$ cat config.mk
export PLATFORM = sky130hd
export DESIGN_NAME = vdp_ctrl_port
export DESIGN_NICKNAME = d
export VERILOG_FILES = /design/src/rtl/vdp_ctrl_port.sv
export SDC_FILE = /design/constraint.sdc
export NUM_CORES = 1
export LEC_CHECK = 0
export ABC_AREA = 1
export CAP_MARGIN = 20
export CORE_UTILIZATION = 42
export CTS_CLUSTER_DIAMETER = 100
export DETAILED_ROUTE_END_ITERATION = 12
export PLACE_DENSITY_LB_ADDON = 0.08
export SYNTH_ARGS = -nofsm -noshare
export SYNTH_HDL_FRONTEND = slang
export SYNTH_SLANG_ARGS = --single-unit
export TNS_END_PERCENT = 10
$ cat constraint.sdc
create_clock -name clk -period 1.8 [get_ports clk]
set_clock_uncertainty 0.1 [all_clocks]
set_input_delay 0.18 -clock clk [delete_from_list [all_inputs] [get_ports clk]]
set_output_delay 0.18 -clock clk [all_outputs]
set_load 0.05 [all_outputs]
$ cat src/rtl/vdp_ctrl_port.sv
// Z80-facing VDP command/data port: decodes port accesses into VRAM, CRAM and
// register-file writes, runs VRAM read-ahead and keeps the status flags.
module vdp_ctrl_port #(
  parameter int ADDR_W = 14,
  parameter int CRAM_W = 5
) (
  input  logic              clk,
  input  logic              rst_L,
  input  logic              vdp_go,
  input  logic              MODE,
  input  logic              CSW_L,
  input  logic              CSR_L,
  input  logic [7:0]        data_in,
  output logic [7:0]        data_out,
  output logic [7:0]        stat_out,
  input  logic              frame_pulse,
  input  logic              spr_ovf,
  input  logic              spr_coll,
  input  logic              irq_en,
  output logic              int_pend,
  output logic [ADDR_W-1:0] vram_addr,
  output logic [7:0]        vram_wdata,
  output logic              vram_we,
  output logic              vram_re,
  input  logic              vram_grant,
  input  logic [7:0]        vram_rdata,
  output logic [CRAM_W-1:0] cram_addr,
  output logic [5:0]        cram_wdata,
  output logic              cram_we,
  output logic [3:0]        rf_addr,
  output logic [7:0]        rf_data,
  output logic              rf_en,
  output logic              busy
);

  typedef enum logic [1:0] {
    S_IDLE = 2'd0,
    S_VWR  = 2'd1,
    S_VRD  = 2'd2,
    S_VCAP = 2'd3
  } state_t;

  state_t              r_state;
  state_t              w_state_nx;
  logic                r_go_q;
  logic [ADDR_W-1:0]   r_addr;
  logic [1:0]          r_code;
  logic                r_first_f;
  logic [7:0]          r_rbuf;
  logic                r_frame_f;
  logic                r_ovf_f;
  logic                r_coll_f;
  logic                r_cram_we;
  logic [CRAM_W-1:0]   r_cram_addr;
  logic [5:0]          r_cram_wdata;
  logic                r_rf_en;
  logic [3:0]          r_rf_addr;
  logic [7:0]          r_rf_data;

  logic w_take;
  logic w_cw;
  logic w_cw2;
  logic w_dw;
  logic w_dr;
  logic w_cr;
  logic w_addr_inc;

  // Accesses landing outside IDLE are dropped entirely.
  assign w_take = vdp_go & ~r_go_q & (r_state == S_IDLE);
  assign w_cw   = w_take &  MODE & ~CSW_L;
  assign w_dw   = w_take & ~MODE & ~CSW_L;
  assign w_dr   = w_take & ~MODE &  CSW_L & ~CSR_L;
  assign w_cr   = w_take &  MODE &  CSW_L & ~CSR_L;
  assign w_cw2  = w_cw & r_first_f;

  assign w_addr_inc = ((r_state == S_VWR) & vram_grant) | (r_state == S_VCAP) | r_cram_we;

  // Next-state decode for the VRAM request sequencer.
  always_comb begin
    w_state_nx = r_state;
    case (r_state)
      S_IDLE: begin
        if (w_dw && (r_code != 2'd3)) begin
          w_state_nx = S_VWR;
        end else if (w_dr || (w_cw2 && (data_in[7:6] == 2'd0))) begin
          w_state_nx = S_VRD;
        end else begin
          w_state_nx = S_IDLE;
        end
      end
      S_VWR: begin
        if (vram_grant) begin
          w_state_nx = S_IDLE;
        end else begin
          w_state_nx = S_VWR;
        end
      end
      S_VRD: begin
        if (vram_grant) begin
          w_state_nx = S_VCAP;
        end else begin
          w_state_nx = S_VRD;
        end
      end
      S_VCAP:  w_state_nx = S_IDLE;
      default: w_state_nx = S_IDLE;
    endcase
  end

  // State register and access-edge detector.
  always_ff @(posedge clk or negedge rst_L) begin
    if (!rst_L) begin
      r_state <= S_IDLE;
      r_go_q  <= 1'b0;
    end else begin
      r_state <= w_state_nx;
      r_go_q  <= vdp_go;
    end
  end

  // Address pointer, command code and two-byte command sequencing.
  always_ff @(posedge clk or negedge rst_L) begin
    if (!rst_L) begin
      r_addr    <= '0;
      r_code    <= 2'd0;
      r_first_f <= 1'b0;
    end else begin
      if (w_cw && !r_first_f) begin
        r_addr[7:0] <= data_in;
      end else if (w_cw2) begin
        r_addr <= {data_in[ADDR_W-9:0], r_addr[7:0]};
      end else if (w_addr_inc) begin
        r_addr <= r_addr + ADDR_W'(1);
      end
      if (w_cw2) begin
        r_code <= data_in[7:6];
      end
      if (w_cw) begin
        r_first_f <= ~r_first_f;
      end else if (w_dw || w_dr || w_cr) begin
        r_first_f <= 1'b0;
      end
    end
  end

  // Read buffer: doubles as the VRAM write-data holding register.
  always_ff @(posedge clk or negedge rst_L) begin
    if (!rst_L) begin
      r_rbuf <= 8'h00;
    end else if (w_dw) begin
      r_rbuf <= data_in;
    end else if (r_state == S_VCAP) begin
      r_rbuf <= vram_rdata;
    end
  end

  // Single-cycle CRAM and register-file write strobes with their payloads.
  always_ff @(posedge clk or negedge rst_L) begin
    if (!rst_L) begin
      r_cram_we    <= 1'b0;
      r_cram_addr  <= '0;
      r_cram_wdata <= 6'd0;
      r_rf_en      <= 1'b0;
      r_rf_addr    <= 4'd0;
      r_rf_data    <= 8'h00;
    end else begin
      r_cram_we <= w_dw & (r_code == 2'd3);
      r_rf_en   <= w_cw2 & (data_in[7:6] == 2'd2);
      if (w_dw && (r_code == 2'd3)) begin
        r_cram_addr  <= r_addr[CRAM_W-1:0];
        r_cram_wdata <= data_in[5:0];
      end
      if (w_cw2 && (data_in[7:6] == 2'd2)) begin
        r_rf_addr <= data_in[3:0];
        r_rf_data <= r_addr[7:0];
      end
    end
  end

  // Status flags: an incoming event pulse beats a same-cycle status-read clear.
  always_ff @(posedge clk or negedge rst_L) begin
    if (!rst_L) begin
      r_frame_f <= 1'b0;
      r_ovf_f   <= 1'b0;
      r_coll_f  <= 1'b0;
    end else begin
      r_frame_f <= frame_pulse | (r_frame_f & ~w_cr);
      r_ovf_f   <= spr_ovf     | (r_ovf_f   & ~w_cr);
      r_coll_f  <= spr_coll    | (r_coll_f  & ~w_cr);
    end
  end

  assign data_out   = r_rbuf;
  assign stat_out   = {r_frame_f, r_ovf_f, r_coll_f, 5'b00000};
  assign int_pend   = r_frame_f & irq_en;
  assign vram_addr  = r_addr;
  assign vram_wdata = r_rbuf;
  assign vram_we    = (r_state == S_VWR);
  assign vram_re    = (r_state == S_VRD);
  assign cram_addr  = r_cram_addr;
  assign cram_wdata = r_cram_wdata;
  assign cram_we    = r_cram_we;
  assign rf_addr    = r_rf_addr;
  assign rf_data    = r_rf_data;
  assign rf_en      = r_rf_en;
  assign busy       = (r_state != S_IDLE);

endmodule

**After elaboration in Yosys (flattened, before gate mapping)**

Cells that the tools add are included.

- Register bits after elaboration: 56
- RAM bits: 0
- Input bits: 27
- Memory bits (read-only): 0
- Output and inout bits: 67
- Logic and storage cells: 84
- Memories: 0
- Latch bits: 0

- Reductions and logical operators: 18
- Order comparisons: 0
- Eq/ne operators: 7
- $mul: 0
- Divide/modulo/power cells: 0
- Shift operators: 0
- Bitwise logic cells: 30
- Mux-type cells: 12
- Add/subtract/negate cells: 1

Operators by type and width:

| cell | number |
|---|---|
| 14-bit 2-to-1 mux | 2 |
| 8-bit 2-to-1 mux | 3 |
| 1-bit AND | 18 |
| 14-bit by 1-bit adder with 14-bit output (second input constant) | 1 |
| 2-bit nonzero test | 5 |
| 2-bit == test (second input constant) | 4 |
| 2-bit case mux with 4 select lines | 1 |
| 1-bit NOT | 7 |
| 1-bit logical AND | 5 |
| 1-bit OR | 5 |
| 2-bit logical NOT | 2 |
| 1-bit 2-to-1 mux | 4 |
| 2-bit 2-to-1 mux | 2 |
| 2-bit AND reduction | 2 |
| 1-bit logical OR | 3 |
| 2-bit by 1-bit == test with 1-bit output (second input constant) | 1 |
| 2-bit by 1-bit != test with 1-bit output (second input constant) | 1 |
| 2-bit != test (second input constant) | 1 |
| 1-bit logical NOT | 1 |

**Longest topological paths before layout**

Gate-level depths: netlist (run 1).

- Depth in word-level cells: 11
- Mapped depth: 9
- Gate-level depth less buffers: 9

**Worst setup path before layout (run 1)**

OpenSTA, ideal clock, no wires.

- Path type: register to register
- Start: register r_addr[0] (netlist: vram_addr[0])
- End: register r_addr[8] (netlist: vram_addr[8])
- Library setup time: 0.129 ns
- Path buffers: 0
- Cell stages (with the launch flop): 8
- Data required time: 1.571 ns
- Clock period less this slack: 1.756 ns
- Setup slack: 0.044 ns
- Arrival: 1.527 ns
- Cell sequence: dfrtp_1 ha_1 nand3_1 clkinv_1 nand2_1 nor2_1 o21ai_0 nand3_1

- Longest elaborated chain between the ends: 3

RTL lines:

| element | RTL line | RTL |
|---|---|---|
| start, declared | 46 | `logic [ADDR_W-1:0] r_addr;` |
| start signal, assigned | 129 | `r_addr[7:0] <= data_in;` |
| start signal, assigned | 131 | `r_addr <= {data_in[ADDR_W-9:0], r_addr[7:0]};` |
| start signal, assigned | 133 | `r_addr <= r_addr + ADDR_W'(1);` |
| 14-bit by 1-bit adder with 14-bit output | 133 |  |
| 14-bit 2-to-1 mux | 132 | `end else if (w_addr_inc) begin` |
| 14-bit 2-to-1 mux | 130 | `end else if (w_cw2) begin` |

No other way between the ends. The select of a mux whose other input is x is not followed.
A chain may end at the register's enable or synchronous reset.

**Final worst setup path (run 1)**

- Start: register r_ovf_f
- End: output stat_out[6]

RTL lines:

| element | RTL line | RTL |
|---|---|---|
| start, declared | 51 | `logic r_ovf_f;` |
| start signal, assigned | 188 | `r_ovf_f <= spr_ovf \| (r_ovf_f & ~w_cr);` |
| end, declared | 15 | `output logic [7:0] stat_out,` |

No word-level cell between the ends.

==> results.json, run 1 <==
{
  "cts_setup_buffers": 0,
  "stdcell_area_sq_mm": 0.00396,
  "hold_path_class": "in2reg",
  "p_per_area_mw_per_mm2": 1320,
  "placedCellCount": 531,
  "place.gp.congestion": 0.808,
  "diodes": 0,
  "finalNetCount": 490,
  "syn_inst": 372,
  "yosys_most_used_dff": "dfrtp_1",
  "final_max_slew_viol_count": 0,
  "ir_worst_vdd_uv": 686,
  "cp-start-kind": "flop",
  "antenna_left": 0,
  "rows": 29,
  "core_sq_mm": 0.00653,
  "arrival_ns": 1.48,
  "seq_area_frac_synth": 0.482,
  "insertion_delay_ns": 0.32,
  "min_period_over_period": 0.979,
  "fin_ws_ns": 0.0379,
  "wirelength_um": 7630,
  "crit_path_max_incr_delay_ns": 0.80,
  "portBuffers": 88,
  "synth.cell_area_sq_mm": 0.00291,
  "antenna_found_initial": 0,
  "slew_headroom": 0.657,
  "tightest_slew_ns": 0.514,
  "hold_viol_final": 0,
  "cp.depth": 1,
  "crit_chain": "clkdlybuf4s50_1",
  "endpoint_kind": "output port",
  "h-tree-depth": 2,
  "ys_seq_elements": 56,
  "status": "completed",
  "vias_per_cell": 5.00,
  "p_leak_nw": 2.33,
  "yosys_warnings": 0,
  "firstDrtPassIters": 4,
  "cts_buffers": 5,
  "post_drt_wl_per_cell_um": 14.1,
  "ys_types": 31,
  "required_ns": 1.52,
  "dr.first_iter.drc_count": 186,
  "drive_gt1_frac": 0.160,
  "holdPathStages": 1,
  "rsz0062_at_grt": "no",
  "worst_path_max_delay_cell": "clkdlybuf4s50_1",
  "grt_max_degree": 57,
  "grt_use_total": 0.224,
  "path_class": "reg2out",
  "avgSynthCellArea_sq_um": 7.81,
  "synth-edff-count": 0,
  "start_util": 0.445,
  "syn2layout_area_growth_pct": 36.3,
  "drc_errors": 0,
  "dieArea_sq_mm": 0.00726,
  "clock_sinks": 56,
  "synthArstFlopShare": 1.00,
  "p_total_mw": 5.23,
  "num_io_pins": 94,
  "clock_path_buffers": 2,
  "clk_pin_slew_ns": 0.10,
  "dpl-instance-area_sq_mm": 0.00380,
  "vias": 2699,
  "r2r_cells": 9,
  "cts-root-buf": "clkbuf_8",
  "grt_pass1_wl_um": 12700,
  "fmax_ghz": 0.568,
  "post-place-ws_ns": -0.0466,
  "maxCapViolCount": 0,
  "dieWidth_um": 85.2,
  "grt_pass1_vias": 2655,
  "min_period_ns": 1.76,
  "crit_fanout": 2,
  "dp_hpwl_um": 5610,
  "fin_cells": 540,
  "critPathBufInv": 1,
  "cts_tree": "built",
  "setup_viol": 0,
  "die_y_um": 85.2,
  "cp_top_family": "buffers and inverters",
  "grt.overflow.total": 0
}
[layer usage]
layer	up-vias	share of wire	GRT usage
met5	-	0	0
met1	1249	0.44	0.301
met2	101	0.48	0.380
li1	1345	-	-
met3	4	0.079	0.0418
met4	0	0.0066	0.0462
[stage by stage]
stage | setup TNS (ns) | hold WS, ns | utilization
floorplan | 0 | -0.216 | -
global placement | -0.0236 | 0.108 | 0.582
detailed placement | -0.398 | 0.105 | 0.582
CTS | 0 | 0.273 | 0.600
global route | 0 | 0.261 | 0.607
finish | 0 | 0.279 | 0.607
[final timing paths]
| path | slack, ns | to | from |
|---|---|---|---|
| worst max-delay path | 0.04 | stat_out[6] | r_ovf_f$_DFF_PN0_ |
| max in group asynchronous | 1.06 | vram_addr[8]$_DFFE_PN0P_ | rst_L |
| worst min-delay path | 0.28 | r_go_q$_DFF_PN0_ | vdp_go |
| min in group asynchronous | 0.29 | r_frame_f$_DFF_PN0_ | rst_L |
| worst min register to register | 0.38 | rf_data[3]$_DFFE_PN0P_ | rf_data[3]$_DFFE_PN0P_ |
| worst max register to register | 0.23 | cram_wdata[3]$_DFFE_PN0P_ | r_state[1]$_DFF_PN0_ |
[where the power goes]
part | internal, mW | leakage (nW) | switching [mW] | total, mW
combinational | 0.803 | 1.54 | 1.76 | 2.56
clock | 0.420 | 0.0548 | 0.439 | 0.859
sequential | 1.51 | 0.735 | 0.294 | 1.81
total | 2.74 | 2.33 | 2.49 | 5.23
[synthesized netlist by cell type (2+ instances only)]
library cell / n / share of area
nand2_1: 138 / 0.18
nand3_1: 63 / 0.11
dfrtp_1: 56 / 0.48
inv_1: 31 / 0.040
buf_4: 17 / 0.044
nor2_1: 16 / 0.021
nand4_1: 7 / 0.015
o21ai_0: 7 / 0.012
inv_2: 4 / 0.0052
buf_6: 3 / 0.012
o21bai_1: 3 / 0.0077
a21oi_1: 2 / 0.0034
buf_2: 2 / 0.0034
nand2_2: 2 / 0.0043
nand3_2: 2 / 0.0069
nor2_4: 2 / 0.0077
o21ai_2: 2 / 0.0060
xor2_1: 2 / 0.0060
[cells by family (layout without fill, tap and decap cells)]
kind of cell	count (synthesis)	after routing	synth area share
and+or+nand+nor	236	236	0.364
buffers and inverters	61	148	0.111
DFF	56	56	0.482
AOI/OAI and AO/OA	15	15	0.0319
xor gates and xnor gates	2	2	0.00603
adders and majority gates	1	1	0.00430
other	1	5	0.00129
[final cells by class]
type                            instances  area [sq um]
Clock buffer                            5          68.8
Clock inverter                          3          46.3
Fill cell                             576          2570
Inverter                               37           141
Multi-Input combinational cell        259          1200
Sequential cell                        56          1400
Tap cell                               77          96.3
Timing Repair Buffer                  103          1010
[flip-flops by register name (all words and copies together), names as in the netlist]
name        count
cram_addr       5
r_state         2
cram_wdata      6
rf_en           1
r_frame_f       1
r_ovf_f         1
rf_data         8
r_go_q          1
data_out        8
r_coll_f        1
r_first_f       1
rf_addr         4
vram_addr      14
r_code          2
cram_we         1
[what timing repair did]
item,in CTS,in global routing
cloned,0,0
gates resized for setup,7,19
endpoints found under the setup margin,7,19
hold buffers,1,0
endpoints found under the hold margin,56,0
[cells in the final DEF, fill, tap and decap left out, types with 7 or more instances in the layout]
| cell | instances |
|---|---|
| buf_4 | 41 |
| clkdlybuf4s50_1 | 30 |
| dfrtp_1 | 56 |
| dlygate4sd2_1 | 7 |
| dlymetal6s2s_1 | 18 |
| inv_1 | 31 |
| nand2_1 | 138 |
| nand3_1 | 63 |
| nand4_1 | 7 |
| nor2_1 | 16 |
| o21ai_0 | 7 |
Power figures use the tool's default switching activity.
==> run 2, diff against run 1 <==
Settings changed: ABC_CLOCK_PERIOD_IN_PS set to 1800.
==> results of run 2 <==
Same layout as run 1: the final DEF is identical, and so are final timing and power.
==> run 3, diff against run 2 <==
Settings changed: CTS_CLUSTER_DIAMETER 100 to 30, PLACE_DENSITY set to 0.78, PLACE_DENSITY_LB_ADDON 0.08 to not set.
==> run 3 against run 2 <==
  * Cell area down 0.66%
  * Maximum frequency about the same
  * Non-clock buffer count unchanged
  * Via count up 0.74%
  * Flip-flop and latch count unchanged
  * Sequential power about the same
  * Sequential share of layout area up 0.24 points
  * Register-to-register slack worse by 0.03 ns
  * Largest cell class unchanged
  * First-iteration DRC count down 3.8%
  * Critical endpoint is now vram_wdata[0]
==> results.json, run 3 (synthesis results as in run 1) <==
{
  "dieArea_sq_mm": 0.00726,
  "grt_pass1_wl_um": 13000,
  "endpoint_kind": "output port",
  "start_util": 0.445,
  "most-common-layout-cells": "138 x nand2_1, 63 x nand3_1, 56 x dfrtp_1, 42 x buf_4",
  "wirelength_um": 7620,
  "vias": 2719,
  "stdcell_area_sq_mm": 0.00394,
  "h-tree-depth": 2,
  "dr.first_iter.drc_count": 179,
  "path_class": "reg2out",
  "finalNetCount": 490,
  "rsz0062_at_grt": "no",
  "fill_cells": 600,
  "p_int_mw": 2.59,
  "maxCapViolCount": 0,
  "num_io_pins": 94,
  "diodes": 0,
  "rows": 29,
  "place.gp.congestion": 0.853,
  "setup_viol": 0,
  "grt_max_degree": 57,
  "slew_headroom": 0.651,
  "die_y_um": 85.2,
  "worst_path_max_delay_cell": "clkdlybuf4s50_1",
  "grt_pass1_vias": 2734,
  "dieWidth_um": 85.2,
  "dp_hpwl_um": 5680,
  "post_drt_wl_per_cell_um": 14.1,
  "clock_path_buffers": 2,
  "final.hold.worst_slack_ns": 0.275,
  "pwr-share-seq": 0.360,
  "p_total_mw": 5.08,
  "required_ns": 1.52,
  "cts_buffers": 5,
  "regArea_sq_mm": 0.00140,
  "core_sq_mm": 0.00653,
  "p_leak_nw": 2.36,
  "p_comb_frac": 0.502,
  "antenna_found_initial": 0,
  "layout_commonest_cell": "nand2_1",
  "hold_viol_final": 0,
  "clock_sinks": 56,
  "grt_use_total": 0.228,
  "drive_gt1_frac": 0.156,
  "crit_chain": "clkdlybuf4s50_1",
  "dpl-instance-area_sq_mm": 0.00379,
  "grt.overflow.total": 0,
  "ir_worst_vdd_uv": 735,
  "cp-start-kind": "flop",
  "min_period_ns": 1.76,
  "cts_tree": "built",
  "largest_register_ffs": 14,
  "fmax_ghz": 0.567,
  "arrival_ns": 1.48,
  "clkPwrFrac": 0.138,
  "critPathBufInv": 1,
  "p_per_area_mw_per_mm2": 1290,
  "drc_errors": 0,
  "portBuffers": 88,
  "clk_pin_slew_ns": 0.10,
  "cts-root-buf": "clkbuf_8",
  "final_max_slew_viol_count": 0,
  "min_period_over_period": 0.980,
  "crit_path_max_incr_delay_ns": 0.81,
  "multiInputGateArea_sq_mm": 0.00120,
  "syn2layout_area_growth_pct": 35.4,
  "tightest_slew_ns": 0.522,
  "status": "completed",
  "antenna_left": 0,
  "postLayoutCoreUtil": 0.603,
  "crit_fanout": 3,
  "tns_ns": 0,
  "vias_per_cell": 5.04,
  "switchingPower_mw": 2.49,
  "insertion_delay_ns": 0.31,
  "cp_top_family": "buffers and inverters",
  "firstDrtPassIters": 4,
  "p_sw_frac": 0.490,
  "hold_path_class": "in2reg"
}
## run 3: power by group through the flow
stage	logic (mW)	clock network, mW	registers [mW]
2_1_floorplan	0.968	0	2.61
3_3_place_gp	2.55	0	1.84
3_5_place_dp	2.58	0	1.85
4_1_cts	2.57	0.710	1.83
5_1_grt	2.71	0.764	1.87
6_report	2.55	0.699	1.83
## run 3: path summary, 6_finish.rpt
kind	depth (start not counted)	slack [ns]	startpoint	end
setup / recovery	1	0.04	data_out[0]$_DFFE_PN0P_	vram_wdata[0]
min in group asynchronous	3	0.28	rst_L	cram_wdata[0]$_DFFE_PN0P_
max in group asynchronous	3	1.07	rst_L	data_out[6]$_DFFE_PN0P_
hold / removal	1	0.27	vdp_go	r_go_q$_DFF_PN0_
setup reg to reg	5	0.20	vram_addr[4]$_DFFE_PN0P_	vram_addr[8]$_DFFE_PN0P_
hold reg to reg	2	0.38	rf_addr[3]$_DFFE_PN0P_	rf_addr[3]$_DFFE_PN0P_
## run 3: timing repair
action,CTS,global route
hold buffers,1,0
buffers inserted,0,0
hold endpoints to repair,56,0
resized for setup,3,21
endpoints found under the setup margin,4,22
## run 3: per-stage QoR
step                setup WS [ns]  instances
floorplan                  0.0436        376
global placement           0.0271        531
finish                     0.0368        540
global route              0.00147        540
CTS                      0.000430        540
detailed placement        -0.0267        531
## run 3: metal layers
metal | vias up | track usage | share of wire
met4 | 0 | 0.0786 | 0.018
met5 | - | 0 | 0
met1 | 1280 | 0.297 | 0.44
li1 | 1344 | - | -
met2 | 84 | 0.385 | 0.48
met3 | 11 | 0.0389 | 0.061
## run 3: layout make-up
| cell class | instances | area share |
|---|---|---|
| inverter | 37 | 0.0359 |
| tap | 77 | 0.0245 |
| timing repair buffer | 103 | 0.257 |
| clock inverter | 2 | 0.00413 |
| clock buffer | 6 | 0.0184 |
| sequential | 56 | 0.356 |
| multi-input combinational | 259 | 0.305 |
